===== src/rtl/rgb_seq_pkg.sv =====
// Shared types and the default colour step table for rgb_pwm_sequencer.
package rgb_seq_pkg;

  typedef enum logic [1:0] {IDLE, LOAD, RAMP, HOLD} state_e;

  localparam int DEF_PWM_BITS  = 8;
  localparam int DEF_HOLD_BITS = 16;
  localparam int DEF_STEPS     = 6;

  // One colour step: target duties and hold length in ticks
  typedef struct packed {
    logic [DEF_PWM_BITS-1:0]  r;
    logic [DEF_PWM_BITS-1:0]  g;
    logic [DEF_PWM_BITS-1:0]  b;
    logic [DEF_HOLD_BITS-1:0] hold;
  } step_t;

  // Purple ramp, then yellow ramp; tables longer than this repeat it
  localparam step_t DEF_TABLE [DEF_STEPS] = '{
    '{8'd20,  8'd0,   8'd20,  16'd1000},
    '{8'd80,  8'd0,   8'd80,  16'd1000},
    '{8'd150, 8'd0,   8'd150, 16'd1000},
    '{8'd20,  8'd20,  8'd0,   16'd1000},
    '{8'd80,  8'd80,  8'd0,   16'd1000},
    '{8'd150, 8'd150, 8'd0,   16'd1000}
  };

  // Default entry for any table slot
  function automatic step_t default_step(input int idx);
    return DEF_TABLE[idx % DEF_STEPS];
  endfunction

endpackage


===== src/rtl/rgb_seq_tick_gen.sv =====
// Ramp/hold tick prescaler: counts 0..TICK_DIV-1, tick high on the last count.
module rgb_seq_tick_gen #(
  parameter int TICK_DIV = 19200
) (
  input  logic CLK_IP,
  input  logic RST_IP,
  input  logic clr,
  output logic tick
);
  localparam int CW = (TICK_DIV > 1) ? $clog2(TICK_DIV) : 1;
  localparam logic [CW-1:0] LAST = CW'(TICK_DIV - 1);

  logic [CW-1:0] cnt;

  // Free-running divider; clr realigns the tick phase to sequence start
  always_ff @(posedge CLK_IP or posedge RST_IP) begin
    if (RST_IP)                 cnt <= '0;
    else if (clr || cnt == LAST) cnt <= '0;
    else                        cnt <= cnt + CW'(1);
  end

  assign tick = (cnt == LAST);

endmodule


===== src/rtl/rgb_pwm_sequencer.sv =====
// RGB LED colour sequencer: walks a step table, ramping the three PWM duties
// toward each entry one LSB per tick, holding, then advancing with wrap.
// Define RGB_SEQ_CFG_EN to make the step table writable through cfg_* ports.
module rgb_pwm_sequencer
  import rgb_seq_pkg::*;
#(
  parameter int PWM_RESOLUTION_BITS = 8,
  parameter int NUM_STEPS           = 6,
  parameter int TICK_DIV            = 19200,
  parameter int HOLD_BITS           = 16,
  localparam int PW = PWM_RESOLUTION_BITS,
  localparam int SW = $clog2(NUM_STEPS)
) (
  input  logic                 CLK_IP,
  input  logic                 RST_IP,
  input  logic                 start_i,
  input  logic                 stop_i,
  output logic                 busy_o,
  output logic                 pwm_en_o,
  output logic [PW-1:0]        red_val_o,
  output logic [PW-1:0]        green_val_o,
  output logic [PW-1:0]        blue_val_o,
  output logic [SW-1:0]        step_idx_o,
  output logic                 wrap_o
`ifdef RGB_SEQ_CFG_EN
  ,
  input  logic                 cfg_we_i,
  input  logic [SW-1:0]        cfg_addr_i,
  input  logic [3*PW-1:0]      cfg_rgb_i,
  input  logic [HOLD_BITS-1:0] cfg_hold_i
`endif
);

  logic [PW-1:0]        tbl_r    [NUM_STEPS];
  logic [PW-1:0]        tbl_g    [NUM_STEPS];
  logic [PW-1:0]        tbl_b    [NUM_STEPS];
  logic [HOLD_BITS-1:0] tbl_hold [NUM_STEPS];

`ifdef RGB_SEQ_CFG_EN
  // Writable step table, reloaded with the default colours on reset
  always_ff @(posedge CLK_IP or posedge RST_IP) begin
    if (RST_IP) begin
      for (int i = 0; i < NUM_STEPS; i++) begin
        tbl_r[i]    <= PW'(DEF_TABLE[i % DEF_STEPS].r);
        tbl_g[i]    <= PW'(DEF_TABLE[i % DEF_STEPS].g);
        tbl_b[i]    <= PW'(DEF_TABLE[i % DEF_STEPS].b);
        tbl_hold[i] <= HOLD_BITS'(DEF_TABLE[i % DEF_STEPS].hold);
      end
    end else if (cfg_we_i && (int'(cfg_addr_i) < NUM_STEPS)) begin
      tbl_r[cfg_addr_i]    <= cfg_rgb_i[3*PW-1 -: PW];
      tbl_g[cfg_addr_i]    <= cfg_rgb_i[2*PW-1 -: PW];
      tbl_b[cfg_addr_i]    <= cfg_rgb_i[PW-1:0];
      tbl_hold[cfg_addr_i] <= cfg_hold_i;
    end
  end
`else
  // Fixed step table taken straight from the default constant
  for (genvar i = 0; i < NUM_STEPS; i++) begin : g_tbl
    localparam step_t E = default_step(i);
    assign tbl_r[i]    = PW'(E.r);
    assign tbl_g[i]    = PW'(E.g);
    assign tbl_b[i]    = PW'(E.b);
    assign tbl_hold[i] = HOLD_BITS'(E.hold);
  end
`endif

  state_e               state;
  logic [PW-1:0]        tgt_r, tgt_g, tgt_b;
  logic [HOLD_BITS-1:0] tgt_hold, hold_cnt;
  logic                 tick, start_go, at_tgt, last_step;

  assign start_go  = (state == IDLE) && start_i && !stop_i;
  assign at_tgt    = (red_val_o == tgt_r) && (green_val_o == tgt_g) && (blue_val_o == tgt_b);
  assign last_step = (step_idx_o == SW'(NUM_STEPS - 1));

  rgb_seq_tick_gen #(.TICK_DIV(TICK_DIV)) u_tick (
    .CLK_IP (CLK_IP),
    .RST_IP (RST_IP),
    .clr    (start_go),
    .tick   (tick)
  );

  // One LSB toward the target, never past it
  function automatic logic [PW-1:0] toward(input logic [PW-1:0] cur, input logic [PW-1:0] tgt);
    if (cur < tgt)      return cur + PW'(1);
    else if (cur > tgt) return cur - PW'(1);
    else                return cur;
  endfunction

  // Sequencer FSM; stop_i overrides everything and parks duties at zero
  always_ff @(posedge CLK_IP or posedge RST_IP) begin
    if (RST_IP) begin
      state       <= IDLE;
      busy_o      <= 1'b0;
      pwm_en_o    <= 1'b0;
      red_val_o   <= '0;
      green_val_o <= '0;
      blue_val_o  <= '0;
      step_idx_o  <= '0;
      wrap_o      <= 1'b0;
      tgt_r       <= '0;
      tgt_g       <= '0;
      tgt_b       <= '0;
      tgt_hold    <= '0;
      hold_cnt    <= '0;
    end else begin
      wrap_o <= 1'b0;
      if (stop_i) begin
        state       <= IDLE;
        busy_o      <= 1'b0;
        pwm_en_o    <= 1'b0;
        red_val_o   <= '0;
        green_val_o <= '0;
        blue_val_o  <= '0;
        step_idx_o  <= '0;
      end else begin
        case (state)
          IDLE: if (start_i) begin
            state      <= LOAD;
            busy_o     <= 1'b1;
            pwm_en_o   <= 1'b1;
            step_idx_o <= '0;
          end
          LOAD: begin
            tgt_r    <= tbl_r[step_idx_o];
            tgt_g    <= tbl_g[step_idx_o];
            tgt_b    <= tbl_b[step_idx_o];
            tgt_hold <= tbl_hold[step_idx_o];
            state    <= RAMP;
          end
          RAMP: begin
            // Exit as soon as all channels match; this does not wait for a tick
            if (at_tgt) begin
              state    <= HOLD;
              hold_cnt <= tgt_hold;
            end else if (tick) begin
              red_val_o   <= toward(red_val_o, tgt_r);
              green_val_o <= toward(green_val_o, tgt_g);
              blue_val_o  <= toward(blue_val_o, tgt_b);
            end
          end
          HOLD: if (tick) begin
            if (hold_cnt == '0) begin
              state <= LOAD;
              if (last_step) begin
                step_idx_o <= '0;
                wrap_o     <= 1'b1;
              end else begin
                step_idx_o <= step_idx_o + SW'(1);
              end
            end else begin
              hold_cnt <= hold_cnt - HOLD_BITS'(1);
            end
          end
        endcase
      end
    end
  end

endmodule


===== config.mk =====
export PLATFORM = sky130hd
export DESIGN_NAME = rgb_pwm_sequencer
export DESIGN_NICKNAME = d
export VERILOG_FILES = /design/src/rtl/rgb_seq_pkg.sv /design/src/rtl/rgb_seq_tick_gen.sv /design/src/rtl/rgb_pwm_sequencer.sv
export SDC_FILE = /design/constraint.sdc
export NUM_CORES = 1
export LEC_CHECK = 0
export CAP_MARGIN = 10
export CELL_PAD_IN_SITES_DETAIL_PLACEMENT = 2
export CELL_PAD_IN_SITES_GLOBAL_PLACEMENT = 2
export CORE_UTILIZATION = 40
export CTS_BUF_LIST = sky130_fd_sc_hd__clkbuf_8
export CTS_CLUSTER_DIAMETER = 60
export DETAILED_ROUTE_END_ITERATION = 12
export GPL_TIMING_DRIVEN = 1
export PLACE_DENSITY_LB_ADDON = 0.1
export SETUP_SLACK_MARGIN = 0.2
export SLEW_MARGIN = 10
export SYNTH_ARGS = -nofsm -noshare
export SYNTH_HDL_FRONTEND = slang
export SYNTH_SLANG_ARGS = --single-unit

===== constraint.sdc =====
create_clock -name CLK_IP -period 3.7 [get_ports CLK_IP]
set_clock_uncertainty 0.1 [all_clocks]
set_input_delay 0.925 -clock CLK_IP [delete_from_list [all_inputs] [get_ports CLK_IP]]
set_output_delay 0.925 -clock CLK_IP [all_outputs]
set_load 0.02 [all_outputs]

* After elaboration in Yosys (flattened, before gate mapping) *
Memory sizes are Yosys's and may differ from the RTL's. A register that Yosys moved wholly into a read port is not among the register bits.
Index checks and enable logic that the tools add are counted.

word-level totals
  register bits after elaboration = 62
  memory bits (read-only) = 320
  output and inout port bits = 30
  logic and storage cells = 114
  memories = 4

operators by class
  $add $sub $neg = 9
  order comparisons = 6
  equality and inequality tests = 16
  mux-type cells = 43
  bitwise gates (word level) = 2
  reductions and logical operators = 25

memory list
  memory           words  width  rd ports  clocked after memory_dff  wr ports  line                      source
  (no name shown)  8      16     1         1                         0         rgb_pwm_sequencer.sv:128  tgt_hold <= tbl_hold[step_idx_o];
  (no name shown)  8      8      1         1                         0         rgb_pwm_sequencer.sv:127  tgt_b <= tbl_b[step_idx_o];
  (no name shown)  8      8      1         1                         0         rgb_pwm_sequencer.sv:126  tgt_g <= tbl_g[step_idx_o];
  (no name shown)  8      8      1         1                         0         rgb_pwm_sequencer.sv:125  tgt_r <= tbl_r[step_idx_o];

operator list
  operator                 count
  $mux W8                  18
  $mux W16                 3
  $pmux W16 S2             1
  $add A8 B1 Y8 const B    3
  $eq A8 B8 Y1             3
  $gt A8 B8 Y1             3
  $lt A8 B8 Y1             3
  $sub A8 B1 Y8 const B    3
  $reduce_and A4 Y1        5
  $logic_not A16 Y1        1
  $sub A16 B1 Y16 const B  1
  $add A15 B1 Y15 const B  1
  $eq A15 B15 Y1 const B   1
  $mux W15                 1
  $mux W3                  5
  $ne A3 B3 Y1 const B     4
  $reduce_bool A3 Y1       4
  $mux W2                  5
  $reduce_bool A2 Y1       5
  $mux W1                  8
  $ne A2 B2 Y1 const B     4
  $pmux W2 S4              1
  $pmux W3 S2              1
  $reduce_and A5 Y1        1
  other kinds (11)         16

* Longest topological paths before layout *
Gate-level depths: netlist of the first run.

  depth in word-level cells = 7
  mapped depth = 12
  depth with buffers taken out = 12

* Hierarchy *
Synthesis of the first run repeated with hierarchy kept, for this count alone.

unflattened totals
  cells, all modules = 578
  area, all modules = 5231.3 um^2

by module, submodules not included
  module             times used  cells each  area each (um^2)
  rgb_pwm_sequencer  1           503         4461.8
  rgb_seq_tick_gen   1           75          769.5

* Worst setup path after synthesis of the first run *
OpenSTA, ideal clock, no wires.

  path kind = reg-to-reg
  start point = reg blue_val_o[2]
  end point = reg blue_val_o[7]
  setup time = 90 ps
  arrival time = 3279 ps
  required time = 3510 ps
  setup slack = 232 ps
  stages on the path, launching flop included = 11
  buffers on the path = 0
  path through = dfrtp_1 > ha_1 > nor2b_1 > nor3_1 > o21ai_0 > ha_1 > and3_1 > a221o_1 > o41a_1 > or4_1 > o2111ai_1

between the ends
  word-level cells in the longest chain between the ends = 7

ends and longest elaborated chain
  what                      line                      source
  start: declaration        rgb_pwm_sequencer.sv:22   output logic [PW-1:0] blue_val_o,
  start signal: assignment  rgb_pwm_sequencer.sv:139  blue_val_o <= toward(blue_val_o, tgt_b);
  $sub A8 B1 Y8             rgb_pwm_sequencer.sv:86   else if (cur > tgt) return cur - PW'(1);
  $mux W8                   rgb_pwm_sequencer.sv:86
  $mux W8                   rgb_pwm_sequencer.sv:85   if (cur < tgt) return cur + PW'(1);
  $mux W8                   rgb_pwm_sequencer.sv:136  end else if (tick) begin
  $mux W8                   rgb_pwm_sequencer.sv:133  if (at_tgt) begin
  $mux W8                   rgb_pwm_sequencer.sv:117  case (state)
  $mux W8                   rgb_pwm_sequencer.sv:108  if (stop_i) begin

Several ways; a longest one is shown, not always the timed one. The select of a mux whose other input is x is not followed.
A chain may end at the register's enable or synchronous reset.

* Final worst setup path of the first run *
  start point = reg red_val_o[7]
  end point = reg red_val_o[7]

between the ends
  word-level cells in the longest chain between the ends = 7

ends and longest elaborated chain
  what                      line                      source
  start: declaration        rgb_pwm_sequencer.sv:20   output logic [PW-1:0] red_val_o,
  start signal: assignment  rgb_pwm_sequencer.sv:137  red_val_o <= toward(red_val_o, tgt_r);
  $sub A8 B1 Y8             rgb_pwm_sequencer.sv:86
  $mux W8                   rgb_pwm_sequencer.sv:86
  $mux W8                   rgb_pwm_sequencer.sv:85
  $mux W8                   rgb_pwm_sequencer.sv:136
  $mux W8                   rgb_pwm_sequencer.sv:133
  $mux W8                   rgb_pwm_sequencer.sv:117
  $mux W8                   rgb_pwm_sequencer.sv:108

Several ways; a longest one is shown, not always the timed one. The select of a mux whose other input is x is not followed.

==> summary.txt, run 1 <==
Layout area overhead = 21.2%
Root Buffer = clkbuf_8
CTS Buffer Depth = 2
Cell Rows = 41
Die Span X = 117 µm
I/O Pins = 34
Slowest-stage cell, CP = o41a_1
sequence of cells on the critical path = ha_1 -> and4b_2 -> a21boi_4 -> or2_4 -> buf_4 -> ha_4 -> and3_1 -> a221o_1 -> o41a_1 -> buf_4 -> mux2_2 -> o2111ai_1
die area = 0.0138 mm²
port bufs = 33
Final Hold Vio Count = 0
top-area cell type share of the netlist area = 34.8%
Psw = 1.07 mW
worst-case vdd ir drop = 0.264 mV
clock power share = 28.2%
total CTS buffers = 9
placed instance count = 759
Clock Pin Slew Worst Setup and Hold Paths = 0.08 ns
filler cell count = 1315
Tcrit/Tclk final = 95.0%
Worst Tran Pin Value = 1.10 ns
htree depth = 3
Worst Path Required = 3.84 ns
Detail Placement HPWL = 12100 µm
final max-slew violation count = 0
Critical Path Sink Type = register
Initial Utilization = 41.6%
Yosys warning count = 0
Internal Power = 1.78 mW
layout cells sized above 1 = 16.7%
largest net degree at the start of global routing = 45
CTS sink cnt = 74
Reg power frac = 37.2%
Cell variety after synth = 78
hold slack = 0.395 ns
Total GRT Usage = 27.0%
register bit total from synthesis = 74
Tmin final = 3.52 ns
die span in y = 117 µm
Synth Flop Type = dfrtp_1
vias in the first global route = 5213
Mapped Cells = 561
Post-Route WL = 19400 µm
initial DRC count = 205
Setup WS post-layout = 0.184 ns
Layout Nets = 673
storage element area = 0.00185 mm²
Max stage delay on crit path = 0.45 ns
RSZ-0062 raised after global routing = true
setup_tns = 0 ns
clock latency on the worst-skew pair = 0.38 ns
Setup CP Type = reg -> reg
endpoints failing setup = 0
Max Cap Viol = 0
DP Worst Slack = -0.0292 ns
initial antenna violation count = 0
CTS tree = done
mapped cell area = 0.00532 mm²
leak pwr = 2.69 nW
Sw Ratio = 37.6%
ANT nets after route = 0
DR DRC count = 0
Placer Congestion = 0.798
leading area contributor after synthesis = dfrtp_1
asr flop ratio synth = 100%
CP most frequent cell = buf_4
hold crit path type = reg -> reg
first-pass GRT wire length = 28000 µm
pwr/cell area = 442 mW/mm²
antenna diode count = 0
area occupied by multi-input gates = 0.00338 mm²
total core area = 0.0128 mm²
ranking of synthesized cells by area = dfrtp_1 35%, ha_1 9.9%, nor2_1 3.7%
routed length per instance = 24.2 µm
routed via count = 4872
Hold-fix buffers, CTS = 0
fin cells = 800
Syn Area/Cell = 9.48 µm²
f_max = 284 MHz
register area share after synthesis = 34.8%
Comb pwr share = 34.6%
Crit Path Max Fanout = 5
TritonRoute pass-1 iters = 4
Rel. slew slack = 26.0%
status = finished, final reports clean
final core utilization = 50.5%
critical path startpoint category = register
syn_nets = 610
vias per cell = 6.09
Post-synth EDFFs = 0
crit path DAT = 3.66 ns
grt ovf = 0
==> power by group through the flow <==
stage               clock network [mW]  logic, mW  registers (mW)
global placement                     0      0.815            1.05
global route                     0.842       1.07            1.07
finish                           0.802      0.986            1.06
detailed placement                   0      0.870            1.06
floorplan                            0      0.649            1.03
CTS                              0.810      0.913            1.05
==> cell usage in the layout, fill, tap and decap left out, types with 5 or more instances in the layout <==
cell / netlist / routed
dfrtp_1: 74 / 72
nor2_1: 52 / 52
inv_1: 37 / 36
o21ai_0: 36 / 34
clkdlybuf4s50_1: 0 / 33
ha_1: 42 / 32
buf_4: 2 / 31
a21oi_1: 27 / 24
nand2_1: 22 / 22
xnor2_1: 15 / 15
a22o_1: 14 / 14
nor3_1: 14 / 13
or3_1: 13 / 13
nand3_1: 12 / 12
nand4_1: 11 / 11
and3_1: 11 / 11
o31ai_1: 10 / 10
clkbuf_8: 4 / 10
nand2b_1: 9 / 9
o21a_1: 9 / 9
ha_4: 0 / 9
mux2_2: 8 / 8
a21o_1: 7 / 7
xor2_1: 7 / 7
nor4_1: 6 / 6
or4_1: 5 / 5
a31oi_1: 5 / 5
o21bai_1: 5 / 5
==> critical path: cells and delay by family (launching register included) <==
kind                     cells  cell delay [ns]
flip-flops                   1             0.43
buffers and inverters        2             0.32
AO/OA/AOI/OAI                4             1.06
adder cells (fa/ha/maj)      2             0.55
AND/OR/NAND/NOR              3             0.69
multiplexers                 1             0.22
==> flip-flops by register name (all words and copies together) (netlist names) <==
register,flops
hold_cnt,16
u_tick.cnt,15
blue_val_o,8
green_val_o,8
red_val_o,8
tgt_b,4
tgt_g,4
step_idx_o,3
tgt_r,3
state,2
pwm_en_o,1
tgt_hold,1
wrap_o,1
==> cell families (layout without fill, tap and decap cells) <==
group | count (synthesis) | after routing | synth area share, %
AO/OA/AOI/OAI | 161 | 161 | 22.6
XOR/XNOR | 22 | 22 | 3.62
adder cells (fa/ha/maj) | 45 | 45 | 11.0
buffers and inverters | 53 | 120 | 4.80
flip-flops | 74 | 74 | 34.8
multiplexers | 10 | 10 | 2.07
AND/OR/NAND/NOR | 196 | 196 | 21.1
==> layer usage <==
layer | track usage [%] | wire, µm | vias to the layer above | part of all wire [%]
li1 | - | - | 2222 | -
met5 | 0 | 0 | - | 0
met4 | 9.54 | 604 | 0 | 3.1
met1 | 33.3 | 8180 | 2499 | 42
met3 | 2.83 | 556 | 44 | 2.9
met2 | 48.7 | 10000 | 107 | 52
==> synth_stat cells (5+ instances only) <==
library cell and instances:
o21a_1 9, xor2_1 7, a21oi_1 27, or3_1 13
mux2_2 8, clkbuf_1 6, nand2_1 22, o31ai_1 10
nor2b_1 5, a31oi_1 5, ha_1 42, o21ai_0 36
inv_1 37, o21bai_1 5, dfrtp_1 74, nor3_1 14
nand3_1 12, xnor2_1 15, nand2b_1 9, nor4_1 6
nand4_1 11, a22o_1 14, or4_1 5, and3_1 11
nor2_1 52, a21o_1 7
==> per-stage QoR <==
| step | area [µm²] | power, mW |
|---|---|---|
| after floorplan | 5320 | 1.68 |
| after global placement | 5820 | 1.87 |
| after detailed placement | 5820 | 1.93 |
| after CTS | 6230 | 2.77 |
| after global routing | 6440 | 2.98 |
| final | 6440 | 2.85 |
==> cell type report <==
type                            instances  area share (%)
Timing Repair Buffer                   67            9.53
Multi-Input combinational cell        434            52.4
Tap cell                              172            3.34
Inverter                               38            2.21
Clock buffer                           10            2.14
Sequential cell                        74            28.8
Clock inverter                          5            1.59
==> worst paths after layout <==
path,startpoint,end,slack (ns),cells after the start
hold reg to reg,u_tick.cnt[0]$_DFF_PP0_,u_tick.cnt[0]$_DFF_PP0_,0.40,1
min in group asynchronous,RST_IP,hold_cnt[1]$_DFFE_PP0P_,0.89,2
setup reg to reg,red_val_o[7]$_DFFE_PP0P_,red_val_o[7]$_DFFE_PP0P_,0.18,12
hold / removal,u_tick.cnt[0]$_DFF_PP0_,u_tick.cnt[0]$_DFF_PP0_,0.40,1
setup / recovery,red_val_o[7]$_DFFE_PP0P_,red_val_o[7]$_DFFE_PP0P_,0.18,12
max in group asynchronous,RST_IP,green_val_o[4]$_DFFE_PP0P_,1.89,3
==> timing repair <==
| item | 4_1_cts | 5_1_grt |
|---|---|---|
| setup buffers | 8 | 18 |
| gates resized for setup | 21 | 11 |
| setup endpoints to repair | 3 | 3 |
| pin swaps | 5 | 16 |
No activity file was read; power rests on OpenSTA's default activity.
==> run 2: changes to the inputs <==
- CORE_UTILIZATION: 40 -> 39
- CTS_BUF_LIST: sky130_fd_sc_hd__clkbuf_8 -> not set
- PLACE_DENSITY_LB_ADDON: 0.1 -> 0.2
==> run 2 against run 1 <==
Compared with the run above:
- via count decreased by 1.0%
- cell area decreased by 0.16%
- combinational power decreased by 2%
- worst hold slack got worse by 0.011 ns
- critical path type unchanged
- largest power group unchanged
==> summary.txt, run 2 (synthesis gave the netlist of run 1 again) <==
Initial Utilization = 40.1% (-1.5 points)
Tcrit/Tclk final = 95.4% (+0.36 points)
vias per cell = 6.07 (-0.38%)
antenna diode count = 0 (unchanged)
Largest Register = hold_cnt
Layout area overhead = 21.0%
clock power share = 30.3% (+2.1 points)
CTS Buffer Depth = 2 (unchanged)
highest metal used = met4
Cell Rows = 42 (+2.4%)
CTS tree = done
Worst Tran Pin Value = 1.17 ns (+0.0666 ns)
Root Buffer = clkbuf_16
CTS sink cnt = 74 (unchanged)
WL met3 = 409 µm (-26%)
worst-case vdd ir drop = 0.269 mV (+1.8%)
port bufs = 33 (unchanged)
Post-Route WL = 18500 µm (-4.5%)
Comb pwr share = 33.3% (-1.3 points)
Clock Pin Slew Worst Setup and Hold Paths = 0.06 ns (-0.02 ns)
final max-slew violation count = 0 (unchanged)
Tmin final = 3.53 ns (+0.0135 ns)
I/O Pins = 34 (unchanged)
Internal Power = 1.82 mW (+2.7%)
Detail Placement HPWL = 11800 µm (-2.2%)
Setup WS post-layout = 0.171 ns (-0.0135 ns)
Hold-fix buffers, CTS = 0 (unchanged)
f_max = 283 MHz (-0.38%)
setup_tns = 0 ns (unchanged)
Design Area, Final = 0.00643 mm² (-0.16%)
total core area = 0.0132 mm² (+3.7%)
pwr/cell area = 451 mW/mm² (+2.2%)
Max stage delay on crit path = 0.47 ns (+0.02 ns)
biggest regs = hold_cnt: 16 flops, u_tick.cnt: 15 flops
WP buf/inv = 0 (-2)
Post-DP Area = 0.00582 mm² (about the same)
max reg flops = 16 (unchanged)
Rel. slew slack = 22.1% (-3.9 points)
hold crit path type = reg -> reg
vias in the first global route = 5309 (+1.8%)
endpoints failing setup = 0 (unchanged)
Final Hold Vio Count = 0 (unchanged)
Max Cap Viol = 0 (unchanged)
final total power = 2.90 mW (+2.0%)
Crit Path Max Fanout = 7 (+2)
initial DRC count = 180 (-12%)
die span in y = 119 µm (+1.3%)
sequence of cells on the critical path = ha_1 -> and4b_2 -> a21boi_4 -> or2_4 -> ha_1 -> a21o_1 -> a221o_1 -> o41a_1 -> or4_4 -> o2111ai_2
delay-heaviest family, CP = compound AO/OA/AOI/OAI gates
DP Worst Slack = -0.0664 ns (-0.0371 ns)
TritonRoute pass-1 iters = 4 (unchanged)
first-pass GRT wire length = 28300 µm (+0.84%)
most common cell after layout, fill and taps aside = dfrtp_1
routed length per instance = 23.3 µm (-3.9%)
Sw Ratio = 37.2% (-0.40 points)
Critical Path Sink Type = register
leak pwr = 2.65 nW (-1.2%)
WL met2 = 9770 µm (-2.6%)
placed instance count = 762 (+0.40%)
Total GRT Usage = 25.4% (-1.5 points)
Die Span X = 119 µm (+1.3%)
htree depth = 3 (unchanged)
M1 WL = 7810 µm (-4.6%)
ANT nets after route = 0 (unchanged)
Slowest-stage cell, CP = o41a_1
Psw = 1.08 mW (+0.93%)
largest net degree at the start of global routing = 75 (+67%)
total CTS buffers = 9 (unchanged)
layout cells sized above 1 = 15.8% (-0.89 points)
status = finished, final reports clean
commonest cells after routing, fill and taps aside = 72 x dfrtp_1, 51 x nor2_1, 35 x inv_1
Placer Congestion = 0.819 (+2.6%)
clock latency on the worst-skew pair = 0.35 ns (-0.03 ns)
RSZ-0062 raised after global routing = true
fin cells = 795 (-0.63%)
Layout Nets = 663 (-1.5%)
Worst Path Required = 3.86 ns (+0.02 ns)
die area = 0.0141 mm² (+2.5%)
DR DRC count = 0 (unchanged)
CP most frequent cell = ha_1
initial antenna violation count = 0 (unchanged)
Reg power frac = 36.5% (-0.7 points)
Setup CP Type = reg -> reg
grt ovf = 0 (unchanged)
crit path DAT = 3.68 ns (+0.02 ns)
critical path startpoint category = register
routed via count = 4823 (-1.0%)
run 2: changes by cell type in the layout (fill, tap and decap cells not counted), moves of 2 or more:
cell	change
bufinv_16	-2
buf_4	-8
ha_4	+3
ha_1	-3
clkbuf_16	+9
clkinv_2	+3
o21ai_2	-2
o21ai_1	+2
clkbuf_8	-10
run 2: cell type report:
class / instances / area [µm²]
fill: 1400 / 6810
multi-input combinational: 434 / 3410
sequential: 74 / 1850
timing repair buffer: 57 / 523
clock buffer: 10 / 229
tap: 176 / 220
inverter: 38 / 143
clock inverter: 6 / 57.6
run 2: power by group through the flow:
| stage | Sequential (mW) | Combinational, mW | Clock, mW |
|---|---|---|---|
| after floorplan | 1.03 | 0.649 | 0 |
| after global placement | 1.05 | 0.811 | 0 |
| after detailed placement | 1.06 | 0.869 | 0 |
| after CTS | 1.06 | 0.921 | 0.892 |
| after global routing | 1.07 | 1.06 | 0.922 |
| final | 1.06 | 0.966 | 0.879 |
run 2: worst min-delay path, stage by stage (launching register included):
cell and delay (ns):
dfrtp_1 0.34, nand2_1 0.05, o21ai_0 0.06
run 2: worst paths after layout:
| path | depth (start not counted) | slack [ns] | startpoint | end |
|---|---|---|---|---|
| worst max-delay path | 10 | 0.17 | red_val_o[6]$_DFFE_PP0P_ | red_val_o[7]$_DFFE_PP0P_ |
| worst min-delay path | 2 | 0.38 | tgt_g[4]$_DFFE_PP0P_ | tgt_g[4]$_DFFE_PP0P_ |
| worst max register to register | 10 | 0.17 | red_val_o[6]$_DFFE_PP0P_ | red_val_o[7]$_DFFE_PP0P_ |
| worst min register to register | 2 | 0.38 | tgt_g[4]$_DFFE_PP0P_ | tgt_g[4]$_DFFE_PP0P_ |
| max in group asynchronous | 3 | 2.23 | RST_IP | blue_val_o[6]$_DFFE_PP0P_ |
| min in group asynchronous | 3 | 0.88 | RST_IP | red_val_o[5]$_DFFE_PP0P_ |
run 2: per-stage QoR:
step	hold WS, ns	util, %
4_1_cts	0.391	46.5
5_1_grt	0.434	48.6
3_5_place_dp	0.370	43.9
3_3_place_gp	0.366	43.9
2_1_floorplan	0.348	-
6_report	0.385	48.6
run 2: per-layer routing:
metal	GRT usage, %	up-vias
met5	0	-
met4	10.6	0
met3	3.91	39
met2	45.6	78
met1	30.0	2509
li1	-	2197
run 2: timing repair:
item                       in CTS  in global routing
pin swaps                       0                 12
setup endpoints to repair       3                  3
setup buffers                   0                 17
resized for setup              11                 22
